File: config.mk
export PLATFORM = sky130hd
export DESIGN_NAME = ws281x_split_ctrl_flat
export DESIGN_NICKNAME = d
export VERILOG_FILES = /design/src/rtl/ws281x_split_ctrl_pkg.sv /design/src/rtl/ws281x_split_ctrl_if.sv /design/src/rtl/ws281x_split_ctrl_pulse_timer.sv /design/src/rtl/ws281x_split_ctrl.sv /design/src/flat_wrapper.sv
export SDC_FILE = /design/constraint.sdc
export NUM_CORES = 1
export LEC_CHECK = 0
export ABC_AREA = 1
export CELL_PAD_IN_SITES_DETAIL_PLACEMENT = 0
export CELL_PAD_IN_SITES_GLOBAL_PLACEMENT = 2
export CORE_ASPECT_RATIO = 1.1
export CORE_UTILIZATION = 37
export CTS_BUF_LIST = sky130_fd_sc_hd__clkbuf_8 sky130_fd_sc_hd__clkbuf_16
export DETAILED_ROUTE_END_ITERATION = 6
export HOLD_SLACK_MARGIN = 0.08
export PLACE_DENSITY = 0.84
export SLEW_MARGIN = 0
export SYNTH_ARGS = -nofsm -noshare
export SYNTH_HDL_FRONTEND = slang
export SYNTH_SLANG_ARGS = --single-unit
File: constraint.sdc
create_clock -name i_clk -period 3.2 [get_ports i_clk]
set_input_delay 0.64 -clock i_clk [delete_from_list [all_inputs] [get_ports i_clk]]
set_output_delay 0.64 -clock i_clk [all_outputs]
set_load 0.05 [all_outputs]
File: src/rtl/ws281x_split_ctrl_pkg.sv
// Shared types and default timing for the WS281X split controller.
package ws281x_split_ctrl_pkg;

  typedef enum logic [1:0] {
    StSync,
    StIdle,
    StHigh,
    StLow
  } state_e;

  localparam int unsigned DefNumPorts      = 4;
  localparam int unsigned DefPixelsPerPort = 16;
  localparam int unsigned DefBitsPerPixel  = 24;
  localparam int unsigned DefTThresh       = 12;
  localparam int unsigned DefTMaxHigh      = 40;
  localparam int unsigned DefTLatch        = 1000;
  localparam int unsigned DefTimerW        = 10;
  localparam int unsigned PortSelW         = 3;

endpackage

File: src/rtl/ws281x_split_ctrl_if.sv
// Serial input plus routed outputs and decode status of the split controller.
interface ws281x_split_ctrl_if
  import ws281x_split_ctrl_pkg::*;
#(
  parameter int unsigned NumPorts = DefNumPorts
);
  logic                din;
  logic [NumPorts-1:0] dout;
  logic                bit_valid;
  logic                bit_data;
  logic [PortSelW-1:0] port_sel;
  logic                frame_done;
  logic                error;

  modport master (
    output din,
    input  dout, bit_valid, bit_data, port_sel, frame_done, error
  );

  modport slave (
    input  din,
    output dout, bit_valid, bit_data, port_sel, frame_done, error
  );
endinterface

File: src/rtl/ws281x_split_ctrl_pulse_timer.sv
// Saturating up-counter with synchronous clear; measures high/low times.
module ws281x_split_ctrl_pulse_timer #(
  parameter int unsigned TimerW = 10
) (
  input  logic              i_clk,
  input  logic              i_rst_n,
  input  logic              i_clear,
  output logic [TimerW-1:0] o_count
);
  logic [TimerW-1:0] r_count;

  // Count up, clear on request, stick at all-ones.
  always_ff @(posedge i_clk or negedge i_rst_n) begin
    if (!i_rst_n) begin
      r_count <= '0;
    end else if (i_clear) begin
      r_count <= '0;
    end else if (r_count != '1) begin
      r_count <= r_count + 1'b1;
    end
  end

  assign o_count = r_count;
endmodule

File: src/rtl/ws281x_split_ctrl.sv
// Decodes a WS281X stream by pulse width and routes it to NumPorts strips.
module ws281x_split_ctrl
  import ws281x_split_ctrl_pkg::*;
#(
  parameter int unsigned NumPorts      = DefNumPorts,
  parameter int unsigned PixelsPerPort = DefPixelsPerPort,
  parameter int unsigned BitsPerPixel  = DefBitsPerPixel,
  parameter int unsigned TThresh       = DefTThresh,
  parameter int unsigned TMaxHigh      = DefTMaxHigh,
  parameter int unsigned TLatch        = DefTLatch,
  parameter int unsigned TimerW        = DefTimerW
) (
  input logic                i_clk,
  input logic                i_rst_n,
  ws281x_split_ctrl_if.slave bus
);
  localparam int unsigned BitsPerPort = PixelsPerPort * BitsPerPixel;
  localparam int unsigned CntW        = $clog2(BitsPerPort + 1);

  localparam logic [CntW-1:0]     CntMax    = CntW'(BitsPerPort);
  localparam logic [CntW-1:0]     CntLast   = CntW'(BitsPerPort - 1);
  localparam logic [PortSelW-1:0] LastPort  = PortSelW'(NumPorts - 1);
  localparam logic [TimerW-1:0]   TThreshC  = TimerW'(TThresh);
  localparam logic [TimerW-1:0]   TMaxHighC = TimerW'(TMaxHigh);
  localparam logic [TimerW-1:0]   TLatchC   = TimerW'(TLatch);

  logic                r_sync1, r_sync2, r_din_d;
  logic                w_rise, w_fall, w_edge;
  logic [TimerW-1:0]   w_count;

  state_e              r_state, w_state_d;
  logic [CntW-1:0]     r_bit_cnt, w_bit_cnt_d;
  logic [PortSelW-1:0] r_port_sel, w_port_sel_d;
  logic                r_frame_any, w_frame_any_d;
  logic [NumPorts-1:0] r_dout, w_dout_d;
  logic                r_bit_valid, w_bit_valid_d;
  logic                r_bit_data, w_bit_data_d;
  logic                r_frame_done, w_frame_done_d;
  logic                r_error, w_error_d;
  logic                w_route;

  // Two-flop synchronizer plus a delayed copy for edge detection.
  always_ff @(posedge i_clk or negedge i_rst_n) begin
    if (!i_rst_n) begin
      r_sync1 <= 1'b0;
      r_sync2 <= 1'b0;
      r_din_d <= 1'b0;
    end else begin
      r_sync1 <= bus.din;
      r_sync2 <= r_sync1;
      r_din_d <= r_sync2;
    end
  end

  assign w_rise = r_sync2 & ~r_din_d;
  assign w_fall = ~r_sync2 & r_din_d;
  assign w_edge = w_rise | w_fall;

  ws281x_split_ctrl_pulse_timer #(
    .TimerW (TimerW)
  ) u_timer (
    .i_clk   (i_clk),
    .i_rst_n (i_rst_n),
    .i_clear (w_edge),
    .o_count (w_count)
  );

  // Next-state, bit counting, port advance and routed output.
  always_comb begin
    w_state_d      = r_state;
    w_bit_cnt_d    = r_bit_cnt;
    w_port_sel_d   = r_port_sel;
    w_frame_any_d  = r_frame_any;
    w_bit_valid_d  = 1'b0;
    w_bit_data_d   = 1'b0;
    w_frame_done_d = 1'b0;
    w_error_d      = r_error;
    w_route        = (r_state != StSync);

    unique case (r_state)
      StSync: begin
        if (!r_sync2 && (w_count >= TLatchC)) begin
          w_state_d     = StIdle;
          w_error_d     = 1'b0;
          w_bit_cnt_d   = '0;
          w_port_sel_d  = '0;
          w_frame_any_d = 1'b0;
        end
      end
      StIdle: begin
        if (w_rise) w_state_d = StHigh;
      end
      StHigh: begin
        if (w_fall) begin
          w_bit_valid_d = 1'b1;
          w_bit_data_d  = (w_count >= TThreshC);
          w_frame_any_d = 1'b1;
          w_state_d     = StLow;
          // Port only changes here, while the line is low, so no runt pulses.
          if (r_bit_cnt == CntMax) begin
            w_bit_cnt_d = r_bit_cnt;
          end else if ((r_bit_cnt == CntLast) && (r_port_sel != LastPort)) begin
            w_port_sel_d = r_port_sel + 1'b1;
            w_bit_cnt_d  = '0;
          end else begin
            w_bit_cnt_d = r_bit_cnt + 1'b1;
          end
        end else if (w_count > TMaxHighC) begin
          w_error_d = 1'b1;
          w_route   = 1'b0;
          w_state_d = StSync;
        end
      end
      StLow: begin
        if (w_rise) begin
          w_state_d = StHigh;
        end else if (w_count == TLatchC) begin
          w_frame_done_d = r_frame_any;
          w_bit_cnt_d    = '0;
          w_port_sel_d   = '0;
          w_frame_any_d  = 1'b0;
          w_state_d      = StIdle;
        end
      end
      default: w_state_d = StSync;
    endcase

    for (int unsigned p = 0; p < NumPorts; p++) begin
      w_dout_d[p] = w_route && (r_port_sel == PortSelW'(p)) && r_sync2;
    end
  end

  // FSM state register.
  always_ff @(posedge i_clk or negedge i_rst_n) begin
    if (!i_rst_n) begin
      r_state <= StSync;
    end else begin
      r_state <= w_state_d;
    end
  end

  // Counters, routing and registered status outputs.
  always_ff @(posedge i_clk or negedge i_rst_n) begin
    if (!i_rst_n) begin
      r_bit_cnt    <= '0;
      r_port_sel   <= '0;
      r_frame_any  <= 1'b0;
      r_dout       <= '0;
      r_bit_valid  <= 1'b0;
      r_bit_data   <= 1'b0;
      r_frame_done <= 1'b0;
      r_error      <= 1'b0;
    end else begin
      r_bit_cnt    <= w_bit_cnt_d;
      r_port_sel   <= w_port_sel_d;
      r_frame_any  <= w_frame_any_d;
      r_dout       <= w_dout_d;
      r_bit_valid  <= w_bit_valid_d;
      r_bit_data   <= w_bit_data_d;
      r_frame_done <= w_frame_done_d;
      r_error      <= w_error_d;
    end
  end

  assign bus.dout       = r_dout;
  assign bus.bit_valid  = r_bit_valid;
  assign bus.bit_data   = r_bit_data;
  assign bus.port_sel   = r_port_sel;
  assign bus.frame_done = r_frame_done;
  assign bus.error      = r_error;
endmodule
File: src/flat_wrapper.sv
// flat-port wrapper written by rule: the top's interface ports become plain ports
module ws281x_split_ctrl_flat import ws281x_split_ctrl_pkg::*;
#(
  parameter int unsigned NumPorts      = DefNumPorts,
  parameter int unsigned PixelsPerPort = DefPixelsPerPort,
  parameter int unsigned BitsPerPixel  = DefBitsPerPixel,
  parameter int unsigned TThresh       = DefTThresh,
  parameter int unsigned TMaxHigh      = DefTMaxHigh,
  parameter int unsigned TLatch        = DefTLatch,
  parameter int unsigned TimerW        = DefTimerW
)
  (i_clk, i_rst_n, bus_din, bus_dout, bus_bit_valid, bus_bit_data, bus_port_sel, bus_frame_done, bus_error);
  ws281x_split_ctrl_if #(.NumPorts(NumPorts)) bus_i ();
  input logic i_clk;
  input logic i_rst_n;
  input wire logic [$bits(bus_i.din)-1:0] bus_din;
  output wire logic [$bits(bus_i.dout)-1:0] bus_dout;
  output wire logic [$bits(bus_i.bit_valid)-1:0] bus_bit_valid;
  output wire logic [$bits(bus_i.bit_data)-1:0] bus_bit_data;
  output wire logic [$bits(bus_i.port_sel)-1:0] bus_port_sel;
  output wire logic [$bits(bus_i.frame_done)-1:0] bus_frame_done;
  output wire logic [$bits(bus_i.error)-1:0] bus_error;
  assign bus_i.din = bus_din;
  assign bus_dout = bus_i.dout;
  assign bus_bit_valid = bus_i.bit_valid;
  assign bus_bit_data = bus_i.bit_data;
  assign bus_port_sel = bus_i.port_sel;
  assign bus_frame_done = bus_i.frame_done;
  assign bus_error = bus_i.error;
  ws281x_split_ctrl #(.NumPorts(NumPorts), .PixelsPerPort(PixelsPerPort), .BitsPerPixel(BitsPerPixel), .TThresh(TThresh), .TMaxHigh(TMaxHigh), .TLatch(TLatch), .TimerW(TimerW)) u_core (.i_clk(i_clk), .i_rst_n(i_rst_n), .bus(bus_i));
endmodule
# [After elaboration in Yosys (flattened, before gate mapping)]
# Cells that the tools add are included.
[word_totals] register_bits=36 latchBits=0 ram_bits=0 mem_bits_ro=0 input_bits=3 out_inout_bits=11 wordCells=109 memories=0
[classes] add_sub_neg=3 mul=0 n_div=0 magnitude_cmp=3 n_eq_ne=22 n_shift=0 mux=41 bitwise=5 n_reduce_logical=22
[op_table] operator="$mux 9" count=6
[op_table] operator="$pmux 9 s3" count=1
[op_table] operator="$mux 10" count=2
[op_table] operator="$eq 9x9->1 const B" count=2
[op_table] operator="$mux 3" count=6
[op_table] operator="$mux 1" count=16
[op_table] operator="$mux 2" count=6
[op_table] operator="$ne 2x1->1 const B" count=6
[op_table] operator="$add 10x1->10 const B" count=1
[op_table] operator="$eq 10x10->1 const B" count=1
[op_table] operator="$ge 10x10->1 const B" count=1
[op_table] operator="$ge 10x4->1 const B" count=1
[op_table] operator="$gt 10x6->1 const B" count=1
[op_table] operator="$logic_and 1x1->1" count=10
[op_table] operator="$ne 10x10->1 const B" count=1
[op_table] operator="$add 9x1->9 const B" count=1
[op_table] operator="$pmux 3 s3" count=1
[op_table] operator="$pmux 2 s4" count=1
[op_table] operator="$reduce_and 4->1" count=2
[op_table] operator="$reduce_and 7->1" count=1
[op_table] operator="$eq 3x2->1 const B" count=2
[op_table] operator="$ne 2x2->1 const B" count=3
[op_table] operator="$ne 3x1->1 const B" count=2
[op_table] operator="$reduce_and 6->1" count=1
[op_table] operator="16 further kinds" count=21

# [Logic depth before layout (Yosys ltp)]
# Gate-level depths: netlist (run 1).
[depth] word_depth=6 depth_mapped=10 mapped_depth_nobuf=10

# [Hierarchy]
# Synthesis (run 1) repeated with hierarchy kept, for this count alone.
[unflattened] cells_unflattened=298 hier_area_um2=2343.5
[by_module_without_submodules] mod="ws281x_split_ctrl" n_inst=1 cells_each=224 area_per_inst_um2=1744.2 seq_area_each_um2=650.6
[by_module_without_submodules] mod="ws281x_split_ctrl_pulse_timer" n_inst=1 cells_each=74 area_per_inst_um2=599.3 seq_area_each_um2=250.2

# [Worst setup path after synthesis (run 1)]
# OpenSTA, ideal clock, no wires.
[synth_path] kind="flip-flop to flip-flop" start="reg u_core.r_port_sel[0], in the netlist u_core.bus.port_sel[0]" end="reg u_core.r_port_sel[0], in the netlist u_core.bus.port_sel[0]" setup_time_ns=0.120 arrival_ns=1.731 required_time_ns=3.080 setup_slack_ns=1.350 stages_incl_launch_ff=9 path_buffers=0 period_less_slack_ns=1.850 cell_sequence="dfrtp_1 -> ha_1 -> ha_1 -> o31ai_1 -> nand2_1 -> nor2_2 -> nand2_1 -> nand2_1 -> nand2_1"
[synth_via] elab_chain_len=5 word_cells_on_any_way=9 cone_classes="1 x add/sub; 2 x eq/ne; 4 x mux; 2 x reduce/logical"
[synth_rtl] element="from (decl)" line="ws281x_split_ctrl.sv:33" rtl="logic [PortSelW-1:0] r_port_sel, w_port_sel_d;"
[synth_rtl] element="from (signal assigned)" line="ws281x_split_ctrl.sv:155" rtl="r_port_sel <= w_port_sel_d;"
[synth_rtl] element="$add 3x1->3" line="ws281x_split_ctrl.sv:103" rtl="w_port_sel_d = r_port_sel + 1'b1;"
[synth_rtl] element="$mux 3" line="ws281x_split_ctrl.sv:102" rtl="end else if ((r_bit_cnt == CntLast) && (r_port_sel != LastPort)) begin"
[synth_rtl] element="$mux 3" line="ws281x_split_ctrl.sv:100" rtl="if (r_bit_cnt == CntMax) begin"
[synth_rtl] element="$mux 3" line="ws281x_split_ctrl.sv:94" rtl="if (w_fall) begin"
[synth_rtl] element="$pmux 3 s3" line="ws281x_split_ctrl.sv:80" rtl="unique case (r_state)"
# Several ways; a longest one is shown, not always the timed one. The select of a mux whose other input is x is not followed.
# A chain may end at the register's enable or synchronous reset.

# [Worst setup path after layout (run 1)]
[layout_path] start="reg u_core.r_port_sel[0], in the netlist u_core.bus.port_sel[0]" end="out bus_port_sel[0]"
[layout_rtl] element="to (decl)" line="flat_wrapper.sv:20" rtl="output wire logic [$bits(bus_i.port_sel)-1:0] bus_port_sel;"
# No word-level cell between the ends.

==> metrics.cfg, run 1 <==
[route]
drt_iter0_markers = 52
ant_nets = 0
post_drt_via_cell_ratio = 4.64
drt_first_pass_iters = 4
wirelength_mm = 4.75
wl_per_cell_um = 12.5
num_vias = 1763
route.detailed.drc = 0

[setup_path]
path_max_fanout = 6
slowest_stage = clkdlybuf4s50_1
crit_family = buffers and inverters
critPathMaxStageDelay_ns = 0.84
reg2reg_depth = 8
crit_path_end_kind = output pin
critPathKind = flop to output pin
critical_path.cell_chain = clkdlybuf4s50_1
required_ns = 2.56
crit_buf_inv = 1
critPathLaunch = u_core.bus.port_sel[0]$_DFFE_PN0P_
critical_path_depth = 1
r2r-start = u_core.bus.port_sel[0]$_DFFE_PN0P_
cp_data_arrival_time_ns = 1.56
cp-start-kind = flop

[sta]
finalHoldViolCount = 0
min_period_ns = 2.20
period_share = 0.689
relSlewSlack = 0.435
fmax_mhz = 454
worstMarginPinSlew_ns = 0.848
fin_skew_ns = 0.00484
slew_viol_final = 0
hold_ws_ns = 0.360
finalSetupViolations = 0
finalSetupTns_ns = 0
rsz0062_at_grt = false

[yosys]
synthArstFlopShare = 1.00
synth_edf_count = 0
synth_top_area_cell = dfrtp_1
syn_area_sq_um = 2130
synth-seq-cells = 36
yosysTopAreaCellShare = 0.423
ys_seq_area_frac = 0.423
dominantRegCellSynth = dfrtp_1
syn_inst = 284
syn-num-nets = 298
synth.avg_cell_area_sq_um = 7.49
synth.most_common_cell = nand2_1
synth_area_leaders = dfrtp_1 (42%), nand2_1 (15%), nor2_1 (7.6%), inv_1 (6.5%), ha_1 (6.5%)
synth.distinct_cells = 29
synth_top_cells_by_count = nand2_1 (86), nor2_1 (43), inv_1 (37)
yosys_warnings = 0

[final_layout]
diodes = 0
post_route_cells_drive_above_1_share = 0.0787
areaGrowthSynthToFinish_pct = 14.7
finalNetCount = 318

[global_routing]
grtUsageTotal = 0.176
grt_overflow_total = 0
grt_max_degree = 37
antenna_found_initial = 0
grt_pass1_wl_mm = 7.87
grt_pass1_vias = 1662

[die]
ioPinCount = 14
dieHeight_um = 81.5
initial_core_util = 0.389
dieWidth_um = 74.3
design.core.area_sq_um = 5470
dieArea_sq_um = 6060
rows = 28

[clock_network]
cts-buffers-inserted = 5
cts_setup_buffers = 0
ctsHoldBuffers = 0
cts_max_level = 2
cts.sinks = 36
clkSlewWorstSetupHoldPaths_ns = 0.08
clock_latency_ns = 0.29
clk_path_buf_depth = 2
cts_tree = done
cts-root-buf = clkbuf_8
post_cts_resize_count = 0

[worst_hold_path]
holdCritPathClass = flop to flop
min_from = u_core.r_sync1$_DFF_PN0_
whs_path_depth = 0

[placed_design]
hpwl_mm = 3.56
gp_congestion = 0.803
numPortBuffers = 13

[run_status]
status = completed

[pwr]
power.total_mw = 0.862
leakage_nw = 1.18
irDropWorstVdd_mv = 0.129
pwr_density_cell_nw_per_um2 = 353

[job]
max_cap_violations = 0

## registers in the layout (all words and copies together), names as in the netlist
signal / flops
u_core.bus.bit_data: 1
u_core.bus.bit_valid: 1
u_core.bus.dout: 4
u_core.bus.error: 1
u_core.bus.frame_done: 1
u_core.bus.port_sel: 3
u_core.r_bit_cnt: 9
u_core.r_din_d: 1
u_core.r_frame_any: 1
u_core.r_state: 2
u_core.r_sync1: 1
u_core.r_sync2: 1
u_core.u_timer.o_count: 10
## metrics by stage
step	utilization	area [sq um]	setup WS (ns)	std cells
2_1_floorplan	-	2130	1.35	284
3_3_place_gp	0.429	2350	1.32	372
3_5_place_dp	0.429	2350	1.31	372
4_1_cts	0.447	2440	0.980	380
5_1_grt	0.447	2440	0.936	380
6_report	0.447	2440	0.996	380
## final cells by class
cell class | instances | area, sq um
timing repair buffer | 13 | 125
clock inverter | 2 | 11.3
multi-input combinational | 209 | 1080
clock buffer | 6 | 82.6
sequential | 36 | 901
tap | 75 | 93.8
inverter | 39 | 149
fill | 609 | 3020
## final timing paths
kind / slack [ns] / to
worst max-delay path: 1.0 / bus_port_sel[0]
worst min-delay path: 0.36 / u_core.r_sync2$_DFF_PN0_
worst max register to register: 1.42 / u_core.bus.port_sel[0]$_DFFE_PN0P_
worst min register to register: 0.36 / u_core.r_sync2$_DFF_PN0_
max in group asynchronous: 2.22 / u_core.r_bit_cnt[0]$_DFFE_PN0P_
min in group asynchronous: 0.45 / u_core.u_timer.o_count[0]$_DFFE_PN0P_
## layout by cell type, fill, tap and decap left out, types with 2 or more instances in the layout
cell type         n
ha_1             11
nor2_1           43
clkdlybuf4s50_1  12
inv_1            38
nand3_1          21
a21oi_1           4
dfrtp_1          36
nand2_2           4
o31ai_1           3
nand4_1           5
nand2_1          86
o21ai_0           7
clkbuf_8          6
nor3_1            6
nor2_4            2
nor4_1            2
xor2_1            3
## where the power goes
part / leakage, nW / switching (mW) / internal (mW)
registers: 0.494 / 0.0102 / 0.462
logic: 0.635 / 0.0326 / 0.0143
clock network: 0.0486 / 0.170 / 0.172
## cells by family (layout without fill, tap and decap cells)
kind of cell / Yosys count / count (layout) / share of synthesized area
AOI/OAI and AO/OA: 16 / 16 / 0.0482
adders and majority gates: 11 / 11 / 0.0647
buffers and inverters: 39 / 60 / 0.0700
and+or+nand+nor: 178 / 178 / 0.377
DFF: 36 / 36 / 0.423
xor gates and xnor gates: 4 / 4 / 0.0165
## per-layer routing
metal	part of all wire	wire length, um	global-route usage
met1	0.45	2140	0.211
met2	0.50	2370	0.308
met3	0.024	113	0.0331
met4	0.026	124	0.0717
met5	0	0	0
Power figures use the tool's default switching activity.
==> run 2: changes to the inputs <==
--- a/config.mk
+++ b/config.mk
@@ -9,11 +9,11 @@
 export CELL_PAD_IN_SITES_DETAIL_PLACEMENT = 0
 export CELL_PAD_IN_SITES_GLOBAL_PLACEMENT = 2
 export CORE_ASPECT_RATIO = 1.1
-export CORE_UTILIZATION = 37
+export CORE_UTILIZATION = 34
 export CTS_BUF_LIST = sky130_fd_sc_hd__clkbuf_8 sky130_fd_sc_hd__clkbuf_16
 export DETAILED_ROUTE_END_ITERATION = 6
 export HOLD_SLACK_MARGIN = 0.08
-export PLACE_DENSITY = 0.84
+export PLACE_DENSITY = 0.78
 export SLEW_MARGIN = 0
 export SYNTH_ARGS = -nofsm -noshare
 export SYNTH_HDL_FRONTEND = slang
==> constraint.sdc (replaced) <==
create_clock -name i_clk -period 2.3 [get_ports i_clk]
set_input_delay 0.46 -clock i_clk [delete_from_list [all_inputs] [get_ports i_clk]]
set_output_delay 0.46 -clock i_clk [all_outputs]
set_load 0.05 [all_outputs]
==> run 2 against run 1 <==
Effect of this change: worst setup slack got worse by 0.72 ns; clock power up 42%; largest power group unchanged; sequential share of layout area about the same; wire length grew 4.2%; first-iteration DRC count up 27%.
==> metrics.cfg, run 2 (synthesized netlist as in run 1, its figures left out) <==
[clock_network]
post_cts_resize_count = 0  ; unchanged
cts.sinks = 36  ; unchanged
cts_tree = done
clkSlewWorstSetupHoldPaths_ns = 0.08  ; about the same
cts_setup_buffers = 0  ; unchanged
clock_latency_ns = 0.29  ; about the same
ctsHoldBuffers = 0  ; unchanged
cts_max_level = 2  ; unchanged
cts-root-buf = clkbuf_8
clk_path_buf_depth = 2  ; unchanged
cts-buffers-inserted = 5  ; unchanged

[setup_path]
critPathMaxStageDelay_ns = 0.83  ; about the same
cp_data_arrival_time_ns = 1.56  ; about the same
critPathLaunch = u_core.bus.port_sel[0]$_DFFE_PN0P_
cp-start-kind = flop
critical_path.cell_chain = clkdlybuf4s50_1
critPathKind = flop to output pin
crit_buf_inv = 1  ; unchanged
crit_family = buffers and inverters
r2r-start = u_core.bus.port_sel[0]$_DFFE_PN0P_
slowest_stage = clkdlybuf4s50_1
path_max_fanout = 6  ; unchanged
crit_path_end_kind = output pin
required_ns = 1.84  ; -0.72 ns

[final_layout]
final_cell_mix = nand2_1 (86), nor2_1 (43), inv_1 (38)
mostFrequentLayoutCell = nand2_1
fin_util = 0.413  ; -0.0335
areaGrowthSynthToFinish_pct = 14.8
post_route_cells_drive_above_1_share = 0.0787  ; unchanged
finalNetCount = 318  ; unchanged
largest_reg_flops = 10  ; unchanged
finalNonFillerCells = 382  ; +0.53%
diodes = 0  ; unchanged

[sta]
finalSetupTns_ns = 0  ; unchanged
hold_ws_ns = 0.275  ; -0.0854 ns
slew_viol_final = 0  ; unchanged
finalSetupViolations = 0  ; unchanged
worstMarginPinSlew_ns = 0.865  ; +0.0178 ns
period_share = 0.880
finalHoldViolCount = 0  ; unchanged
rsz0062_at_grt = false
fin_skew_ns = 0.00516  ; +0.000316 ns
relSlewSlack = 0.423  ; -0.0119
min_period_ns = 2.02
fmax_mhz = 494

[global_routing]
antenna_found_initial = 0  ; unchanged
grtUsageTotal = 0.167  ; -0.00900
grt_max_degree = 37  ; unchanged
grt-busiest-layer = met2
grt_overflow_total = 0  ; unchanged
grt_pass1_wl_mm = 8.40  ; +6.8%
use_met3 = 0.0355  ; +0.00236
grt_pass1_vias = 1764  ; +6.1%
met1_usage = 0.196  ; -0.0155
use_met2 = 0.298  ; -0.00971

[route]
num_vias = 1791  ; +1.6%
wl_per_cell_um = 13.0  ; +3.7%
post_drt_via_cell_ratio = 4.69  ; +1.1%
drt_first_pass_iters = 4  ; unchanged
route.detailed.drc = 0  ; unchanged
wirelength_mm = 4.95  ; +4.2%
ant_nets = 0  ; unchanged
drt_iter0_markers = 66  ; +27%

[pwr]
irDropWorstVdd_mv = 0.223  ; +73%
leakage_nw = 1.18  ; unchanged
pwr_density_cell_nw_per_um2 = 497  ; +41%

[die]
ioPinCount = 14  ; unchanged
dieArea_sq_um = 6580  ; +8.6%
design.core.area_sq_um = 5910  ; +8.2%
initial_core_util = 0.360  ; -0.0296
rows = 29  ; +3.6%
dieWidth_um = 77.4  ; +4.2%
dieHeight_um = 85.0  ; +4.2%

[placed_design]
numPortBuffers = 13  ; unchanged
dp.cells = 374  ; +0.54%
gp_congestion = 0.761  ; -5.2%
hpwl_mm = 3.66  ; +2.9%

[run_status]
status = completed

[job]
max_cap_violations = 0  ; unchanged

[worst_hold_path]
holdCritPathClass = input pin to async pin

run 2: cell counts in the layout (fill, tap and decap cells not counted):
Identical to the previous run, type by type.
run 2: layout make-up:
| class | instances | area (sq um) |
|---|---|---|
| clock inverters | 2 | 11.3 |
| inverters | 39 | 149 |
| well taps | 77 | 96.3 |
| repair buffers | 13 | 125 |
| flip-flops and latches | 36 | 901 |
| multi-input cells | 209 | 1080 |
| clock buffers | 6 | 82.6 |
| fillers | 639 | 3470 |
run 2: path summary, 6_finish.rpt:
| check | endpoint | slack (ns) | cells past startpoint |
|---|---|---|---|
| setup / recovery | bus_port_sel[0] | 0.28 | 1 |
| hold / removal | u_core.u_timer.o_count[2]$_DFFE_PN0P_ | 0.27 | 1 |
| setup reg to reg | u_core.bus.port_sel[2]$_DFFE_PN0P_ | 0.54 | 8 |
| hold reg to reg | u_core.r_sync2$_DFF_PN0_ | 0.36 | 0 |
| max in group asynchronous | u_core.r_bit_cnt[1]$_DFFE_PN0P_ | 1.48 | 1 |
| min in group i_clk | u_core.r_sync2$_DFF_PN0_ | 0.36 | 0 |
run 2: through the flow:
| step | worst slack [ns] | instance area, sq um | total power, mW |
|---|---|---|---|
| after floorplan | 0.450 | 2130 | 0.706 |
| after global placement | 0.571 | 2350 | 0.741 |
| after detailed placement | 0.543 | 2350 | 0.741 |
| after CTS | 0.252 | 2440 | 1.24 |
| after global routing | 0.206 | 2440 | 1.27 |
| final | 0.276 | 2440 | 1.21 |
run 2: metal layers:
layer	vias to the layer above	share of wire
met2	20	0.51
met4	0	0.018
met3	8	0.026
met1	825	0.45
met5	-	0
li1	938	-
run 2: power breakdown:
group,total [mW],internal (mW),switching (mW)
sequential,0.658,0.643,0.0144
clock,0.487,0.239,0.248
combinational,0.0685,0.0203,0.0481
total,1.21,0.903,0.310
==> run 3: changes to the inputs <==
--- a/config.mk
+++ b/config.mk
@@ -14,7 +14,6 @@
 export DETAILED_ROUTE_END_ITERATION = 6
 export HOLD_SLACK_MARGIN = 0.08
 export PLACE_DENSITY = 0.78
-export SLEW_MARGIN = 0
 export SYNTH_ARGS = -nofsm -noshare
 export SYNTH_HDL_FRONTEND = slang
 export SYNTH_SLANG_ARGS = --single-unit
==> results of run 3 <==
The final DEF is identical to that of run 2; final timing and power are the same.
